**src/rtl/hamming_dec_arb.sv**
```systemverilog
// Two-requester Hamming(7,4) decoder sharing one registered syndrome/correct stage.
// Round-robin grant, IDLE/CALC/RESP sequencing, saturating corrected/clean counters.
module hamming_dec_arb #(
    parameter bit CORRECT = 1'b1,
    parameter int CNT_W   = 8
) (
    input  logic             clk,
    input  logic             rst,
    input  logic             req0_valid,
    input  logic [6:0]       req0_data,
    output logic             req0_ready,
    input  logic             req1_valid,
    input  logic [6:0]       req1_data,
    output logic             req1_ready,
    output logic             rsp_valid,
    input  logic             rsp_ready,
    output logic             rsp_id,
    output logic [3:0]       rsp_data,
    output logic [2:0]       rsp_syn,
    output logic             rsp_err,
    input  logic             clr_cnt,
    output logic [CNT_W-1:0] corr_cnt,
    output logic [CNT_W-1:0] ok_cnt
);

    typedef enum logic [1:0] {IDLE = 2'd0, CALC = 2'd1, RESP = 2'd2} state_t;

    localparam logic [CNT_W-1:0] CNT_MAX = '1;

    state_t           state_q, state_d;
    logic             last_q, last_d;
    logic [6:0]       cw_q, cw_d;
    logic             id_q, id_d;
    logic             rsp_id_q, rsp_id_d;
    logic [3:0]       rsp_data_q, rsp_data_d;
    logic [2:0]       rsp_syn_q, rsp_syn_d;
    logic             rsp_err_q, rsp_err_d;
    logic [CNT_W-1:0] corr_q, corr_d;
    logic [CNT_W-1:0] ok_q, ok_d;

    logic       gnt_valid;
    logic       gnt_id;
    logic       hs;
    logic [2:0] syn;
    logic [3:0] flip_mask;
    logic [3:0] data_fix;

    // Round-robin: with both valid, the requester that did not own the last response wins.
    always_comb begin
        gnt_valid = 1'b0;
        gnt_id    = 1'b0;
        if (state_q == IDLE) begin
            if (req0_valid && req1_valid) begin
                gnt_valid = 1'b1;
                gnt_id    = ~last_q;
            end else if (req0_valid) begin
                gnt_valid = 1'b1;
                gnt_id    = 1'b0;
            end else if (req1_valid) begin
                gnt_valid = 1'b1;
                gnt_id    = 1'b1;
            end
        end
    end

    assign hs = (state_q == RESP) && rsp_ready;

    always_comb begin
        syn[0] = cw_q[4] ^ cw_q[3] ^ cw_q[2] ^ cw_q[0];
        syn[1] = cw_q[5] ^ cw_q[3] ^ cw_q[1] ^ cw_q[0];
        syn[2] = cw_q[6] ^ cw_q[2] ^ cw_q[1] ^ cw_q[0];
        // Parity-bit syndromes (001/010/100) leave the nibble untouched.
        case (syn)
            3'b011:  flip_mask = 4'b1000;
            3'b101:  flip_mask = 4'b0100;
            3'b110:  flip_mask = 4'b0010;
            3'b111:  flip_mask = 4'b0001;
            default: flip_mask = 4'b0000;
        endcase
        data_fix = CORRECT ? (cw_q[3:0] ^ flip_mask) : cw_q[3:0];
    end

    always_ff @(posedge clk or posedge rst) begin
        if (rst) begin
            state_q    <= IDLE;
            last_q     <= 1'b1;
            cw_q       <= '0;
            id_q       <= 1'b0;
            rsp_id_q   <= 1'b0;
            rsp_data_q <= '0;
            rsp_syn_q  <= '0;
            rsp_err_q  <= 1'b0;
            corr_q     <= '0;
            ok_q       <= '0;
        end else begin
            state_q    <= state_d;
            last_q     <= last_d;
            cw_q       <= cw_d;
            id_q       <= id_d;
            rsp_id_q   <= rsp_id_d;
            rsp_data_q <= rsp_data_d;
            rsp_syn_q  <= rsp_syn_d;
            rsp_err_q  <= rsp_err_d;
            corr_q     <= corr_d;
            ok_q       <= ok_d;
        end
    end

    always_comb begin
        state_d = state_q;
        case (state_q)
            IDLE:    if (gnt_valid) state_d = CALC;
            CALC:    state_d = RESP;
            RESP:    if (rsp_ready) state_d = IDLE;
            default: state_d = IDLE;
        endcase
    end

    always_comb begin
        cw_d       = cw_q;
        id_d       = id_q;
        rsp_id_d   = rsp_id_q;
        rsp_data_d = rsp_data_q;
        rsp_syn_d  = rsp_syn_q;
        rsp_err_d  = rsp_err_q;
        last_d     = last_q;
        corr_d     = corr_q;
        ok_d       = ok_q;
        if (gnt_valid) begin
            cw_d = gnt_id ? req1_data : req0_data;
            id_d = gnt_id;
        end
        if (state_q == CALC) begin
            rsp_id_d   = id_q;
            rsp_data_d = data_fix;
            rsp_syn_d  = syn;
            rsp_err_d  = (syn != 3'b000);
        end
        if (hs) begin
            last_d = rsp_id_q;
        end
        // Clear takes priority over a same-cycle increment.
        if (clr_cnt) begin
            corr_d = '0;
            ok_d   = '0;
        end else if (hs) begin
            if (rsp_err_q) begin
                if (corr_q != CNT_MAX) corr_d = corr_q + CNT_W'(1);
            end else begin
                if (ok_q != CNT_MAX) ok_d = ok_q + CNT_W'(1);
            end
        end
    end

    always_comb begin
        req0_ready = gnt_valid && !gnt_id && !rst;
        req1_ready = gnt_valid && gnt_id && !rst;
        rsp_valid  = (state_q == RESP);
        rsp_id     = rsp_id_q;
        rsp_data   = rsp_data_q;
        rsp_syn    = rsp_syn_q;
        rsp_err    = rsp_err_q;
        corr_cnt   = corr_q;
        ok_cnt     = ok_q;
    end

endmodule

```
**config.mk**
```make
export PLATFORM = sky130hd
export DESIGN_NAME = hamming_dec_arb
export DESIGN_NICKNAME = d
export VERILOG_FILES = /design/src/rtl/hamming_dec_arb.sv
export SDC_FILE = /design/constraint.sdc
export NUM_CORES = 1
export LEC_CHECK = 0
export ABC_AREA = 1
export BUFFER_PORTS_ARGS = -buffer_cell sky130_fd_sc_hd__buf_2
export CORE_MARGIN = 3
export CORE_UTILIZATION = 30
export DETAILED_ROUTE_END_ITERATION = 10
export PLACE_DENSITY = 0.56
export SLEW_MARGIN = 10
export SYNTH_ARGS = -nofsm -noshare
export SYNTH_HDL_FRONTEND = slang
export SYNTH_SLANG_ARGS = --single-unit
```
**constraint.sdc**
```tcl
create_clock -name clk -period 2.3 [get_ports clk]
set_input_delay 0.23 -clock clk [delete_from_list [all_inputs] [get_ports clk]]
set_output_delay 0.23 -clock clk [all_outputs]
set_load 0.05 [all_outputs]
```
==> results.txt <==
Among all stages on the critical path, the largest delay is contributed by sky130_fd_sc_hd__dfrtp_1. The iteration count of the initial detailed-routing pass came out at 4. In the global route stage, overall resource usage came out at 0.1277. Of the total power, the share spent switching nets is 0.4979.

The final instance area came out at 0.002422 mm2. The kind of capture point of the worst setup path is an output pin. Setup repair after global routing left no endpoint under its margin.

Dividing the detail-routed wire length by the instance count gives around 11 um. The sum of routed wire length over all layers is 4476 um. The worst-margin pin slew came out at about 0.47 ns. The number of warning messages in the yosys log came out at 0. The via count of the first global-routing pass came out at roughly 1,700.

Max-cap violations in this run came to 0. The CTS tree is built. The critical path required time came out at 2.07 ns. The kind of launch point of the worst setup path is a flop.

The root cell of the clock tree is sky130_fd_sc_hd__clkbuf_8. The hold violation count in the final report came out at 0. For this run, design rule violations remaining after detail routing come to 0.

The sequential cell area fraction in the yosys report is 0.4520. The launch point of the worst reg-to-reg path is ok_cnt[0]. Once layout is complete, the utilization of the core stands at 0.3793. The count of instances resized after the clock tree is built came out at 0. The number of sinks driven by the clock tree came out at 36. The worst-case setup margin in the final layout is 0.4428 ns.

The antenna diode count is 0. Sorting the synthesized cells by area gives the leading types as sky130_fd_sc_hd__dfrtp_1 44%, sky130_fd_sc_hd__nand2_1 18%, sky130_fd_sc_hd__nand3_1 5.3%. The via density per instance is 4.553.

The min-delay analysis places its worst path in the category primary input to async pin. The pre-CTS setup slack came out at 0.7430 ns. The aggregate global routing overflow is 0. The largest single stage delay on the critical path is 0.41 ns. The library cell occupying the most area in the post-synthesis netlist is sky130_fd_sc_hd__dfrtp_1. The placeable core area is 0.006386 mm2. The post-CTS setup buffer count is 0. The fraction of final layout cells with drive strength greater than 1 came out at 0.2804. The die covers 0.007667 mm2. The die height is slightly below 90 um. The H-tree was split into 2 levels. The run finished with clean final reports. The power per cell area is 1218 mW/mm2. The biggest fanout along the worst timing path is 9. The clock-pin slew on the worst setup and hold paths is 0.08 ns.

The total number of placement rows is 29. For this run, the post-layout net count is around 340. The most critical setup path has its startpoint at state_q[1].

The sequential share of power is 0.324. The routed layout has 1,812 vias. The area after detailed placement is between 0.002 and 0.0025 mm2. The fraction of synthesized cell area taken by the top area cell type is 0.4389. The synthesized netlist contains 30 unique library cells.

The source-to-sink clock delay at the later pin of the worst-skew pair came out at ~0.29 ns. The width of the chip came out at 87.56 um. The clock passes through at most 2 buffers. The switching power summed over all nets came out at ~1.5 mW.

The termination of the worst setup path is req0_ready. The remaining max-slew budget at the tightest pin is 0.6866. The initial core utilization is 0.3125. The critical path goes through inv_2 -> nand2_1 -> nor2_2 -> nand2_2 -> nor2_1 -> buf_2. Port buffering added 47 buffers. The maximum resistive drop on vdd is 0.4429 mV.

The initial antenna violation count came out at 0. During I/O placement, the number of pins put on the boundary was 48. The antenna violation net count after detailed routing came out at 0. Of the total power, combinational logic draws 0.519.

The global-route wire length before repair came out at ~7800 um. From synthesis to final layout, the design area changed by 21.38%. The congestion estimate from routability-driven global placement came to 0.8040. Measured in cells, the most critical reg-to-reg path has a length of 8. The most common cell after layout, fill and taps aside is sky130_fd_sc_hd__nand2_1. The hold-fix buffer count after cts came out at 0.

The smallest clock period supported by the final layout is computed as 1.857 ns. The critical path start-end classification is flop to output pin. The synthesis-stage register bit count is 36.

The endpoint identified for the worst register-to-register timing path is ok_cnt[5]. The final-report max-slew violation count is 0. The data arrival at the endpoint of the critical path came out at 1.63 ns. The mean instance size in the synthesized netlist came out at 7.502 um2. The flop-to-flop setup slack is about 0.8 ns. Detailed placement ended at an HPWL of 3404 um. The pin count of the biggest net entering global routing came out at 37. The static leakage came out at 1.326 nW. The gate count of the mapped netlist is 266. The total nets after synthesis came out at between 200 and 300. Power comes to 2.951 mW.

The internal power consumption came out at 1.482 mW. The combined area of all synthesized cells came out at about 0.002 mm2. The share of the clock period used by the worst path came out at 0.8075. In the layout the commonest cells are 94 x sky130_fd_sc_hd__nand2_1, 47 x sky130_fd_sc_hd__buf_2, 35 x sky130_fd_sc_hd__dfrtp_1, 21 x sky130_fd_sc_hd__nand3_1, 21 x sky130_fd_sc_hd__nor2_1. The sum of negative setup slack is 0 ns.

The clock skew came out at ~0.0058 ns. The clock network power share is 0.158. The number of DRC violations after detailed-routing iteration 0 is 74.

The number of buffers created by CTS is 5. The setup-violating endpoint count in the final report came out at 0. The upper clock frequency limit came out at around 540 MHz.
-- worst min path at each step --
stage / startpoint / endpoint / slack, ns / depth (start not counted)
2_1_floorplan: clr_cnt / ok_cnt[3] / 0.30 / 1
3_3_place_gp: rst / id_q / 0.39 / 3
3_5_place_dp: rst / id_q / 0.39 / 3
4_1_cts: rst / ok_cnt[1] / 0.07 / 3
5_1_grt: rst / ok_cnt[2] / 0.11 / 3
6_report: rst / rsp_data[0] / 0.06 / 3
-- kinds of logic after synthesis --
kind of cell    share of synthesized area
compound gates                    0.08276
simple gates                       0.3618
buf+inv                           0.06019
xor+xnor                          0.03072
flops                              0.4520
fa+ha+maj                         0.01254
-- power by group through the flow --
| stage | clock network [mW] | registers [mW] | logic (mW) |
|---|---|---|---|
| 6_report | 0.465 | 0.955 | 1.53 |
| 5_1_grt | 0.517 | 0.977 | 1.72 |
| 4_1_cts | 0.495 | 0.955 | 1.56 |
| 3_5_place_dp | 0 | 0.966 | 1.55 |
| 3_3_place_gp | 0 | 0.961 | 1.53 |
| 2_1_floorplan | 0 | 1.21 | 0.963 |
-- flip-flops by register name, indices dropped and copies added (netlist names) --
signal	cells
cw_q	7
rsp_syn	3
ok_cnt	8
id_q	1
rsp_err	1
last_q	1
state_q	2
corr_cnt	8
rsp_id	1
rsp_data	4
-- cell type report --
class,instances,area (um2)
Tap cell,77,96.34
Inverter,30,115.1
Clock buffer,6,82.58
Sequential cell,36,902.1
Fill cell,700,3964
Timing Repair Buffer,48,242.7
Multi-Input combinational cell,199,973.4
Clock inverter,2,10.01
-- critical path: cells and delay by family, from the launching register on --
| kind | cells | cell delay [ns] |
|---|---|---|
| buffers and inverters | 2 | 0.36 |
| AND/OR/NAND/NOR | 4 | 0.57 |
| flip-flops | 1 | 0.41 |
-- cells in the mapped netlist --
cell type / n
sky130_fd_sc_hd__xor2_1: 7
sky130_fd_sc_hd__nand2_1: 94
sky130_fd_sc_hd__buf_2: 1
sky130_fd_sc_hd__nor3_1: 2
sky130_fd_sc_hd__nand2_4: 1
sky130_fd_sc_hd__inv_2: 10
sky130_fd_sc_hd__o21bai_1: 1
sky130_fd_sc_hd__o211ai_1: 7
sky130_fd_sc_hd__o21ai_0: 6
sky130_fd_sc_hd__nor2_2: 5
sky130_fd_sc_hd__clkinv_1: 1
sky130_fd_sc_hd__dfrtp_1: 35
sky130_fd_sc_hd__o21ai_1: 4
sky130_fd_sc_hd__inv_1: 18
sky130_fd_sc_hd__o31ai_1: 1
sky130_fd_sc_hd__a21oi_1: 5
sky130_fd_sc_hd__dfstp_2: 1
sky130_fd_sc_hd__nand3_1: 21
sky130_fd_sc_hd__nand2_2: 12
sky130_fd_sc_hd__a31oi_1: 1
sky130_fd_sc_hd__ha_1: 2
sky130_fd_sc_hd__nor2_1: 21
sky130_fd_sc_hd__nand4_1: 3
sky130_fd_sc_hd__o21ai_2: 1
sky130_fd_sc_hd__nand3b_1: 1
sky130_fd_sc_hd__a21o_1: 1
sky130_fd_sc_hd__inv_4: 1
sky130_fd_sc_hd__nor3_2: 1
sky130_fd_sc_hd__nor2_4: 1
sky130_fd_sc_hd__nand3_2: 1
-- layer usage --
layer  track usage  routed length (um)
met1        0.1623                2104
met2        0.2082                2019
met3       0.03481                 301
met4       0.04603                  51
met5             0                   0
-- per-stage QoR --
step / hold slack (ns) / std cells
after floorplan: 0.2955 / 266
after global placement: 0.3863 / 390
after detailed placement: 0.3895 / 390
after CTS: 0.07470 / 398
after global routing: 0.1098 / 398
final: 0.06111 / 398
Note: power is estimated with default switching activity, not from simulation.
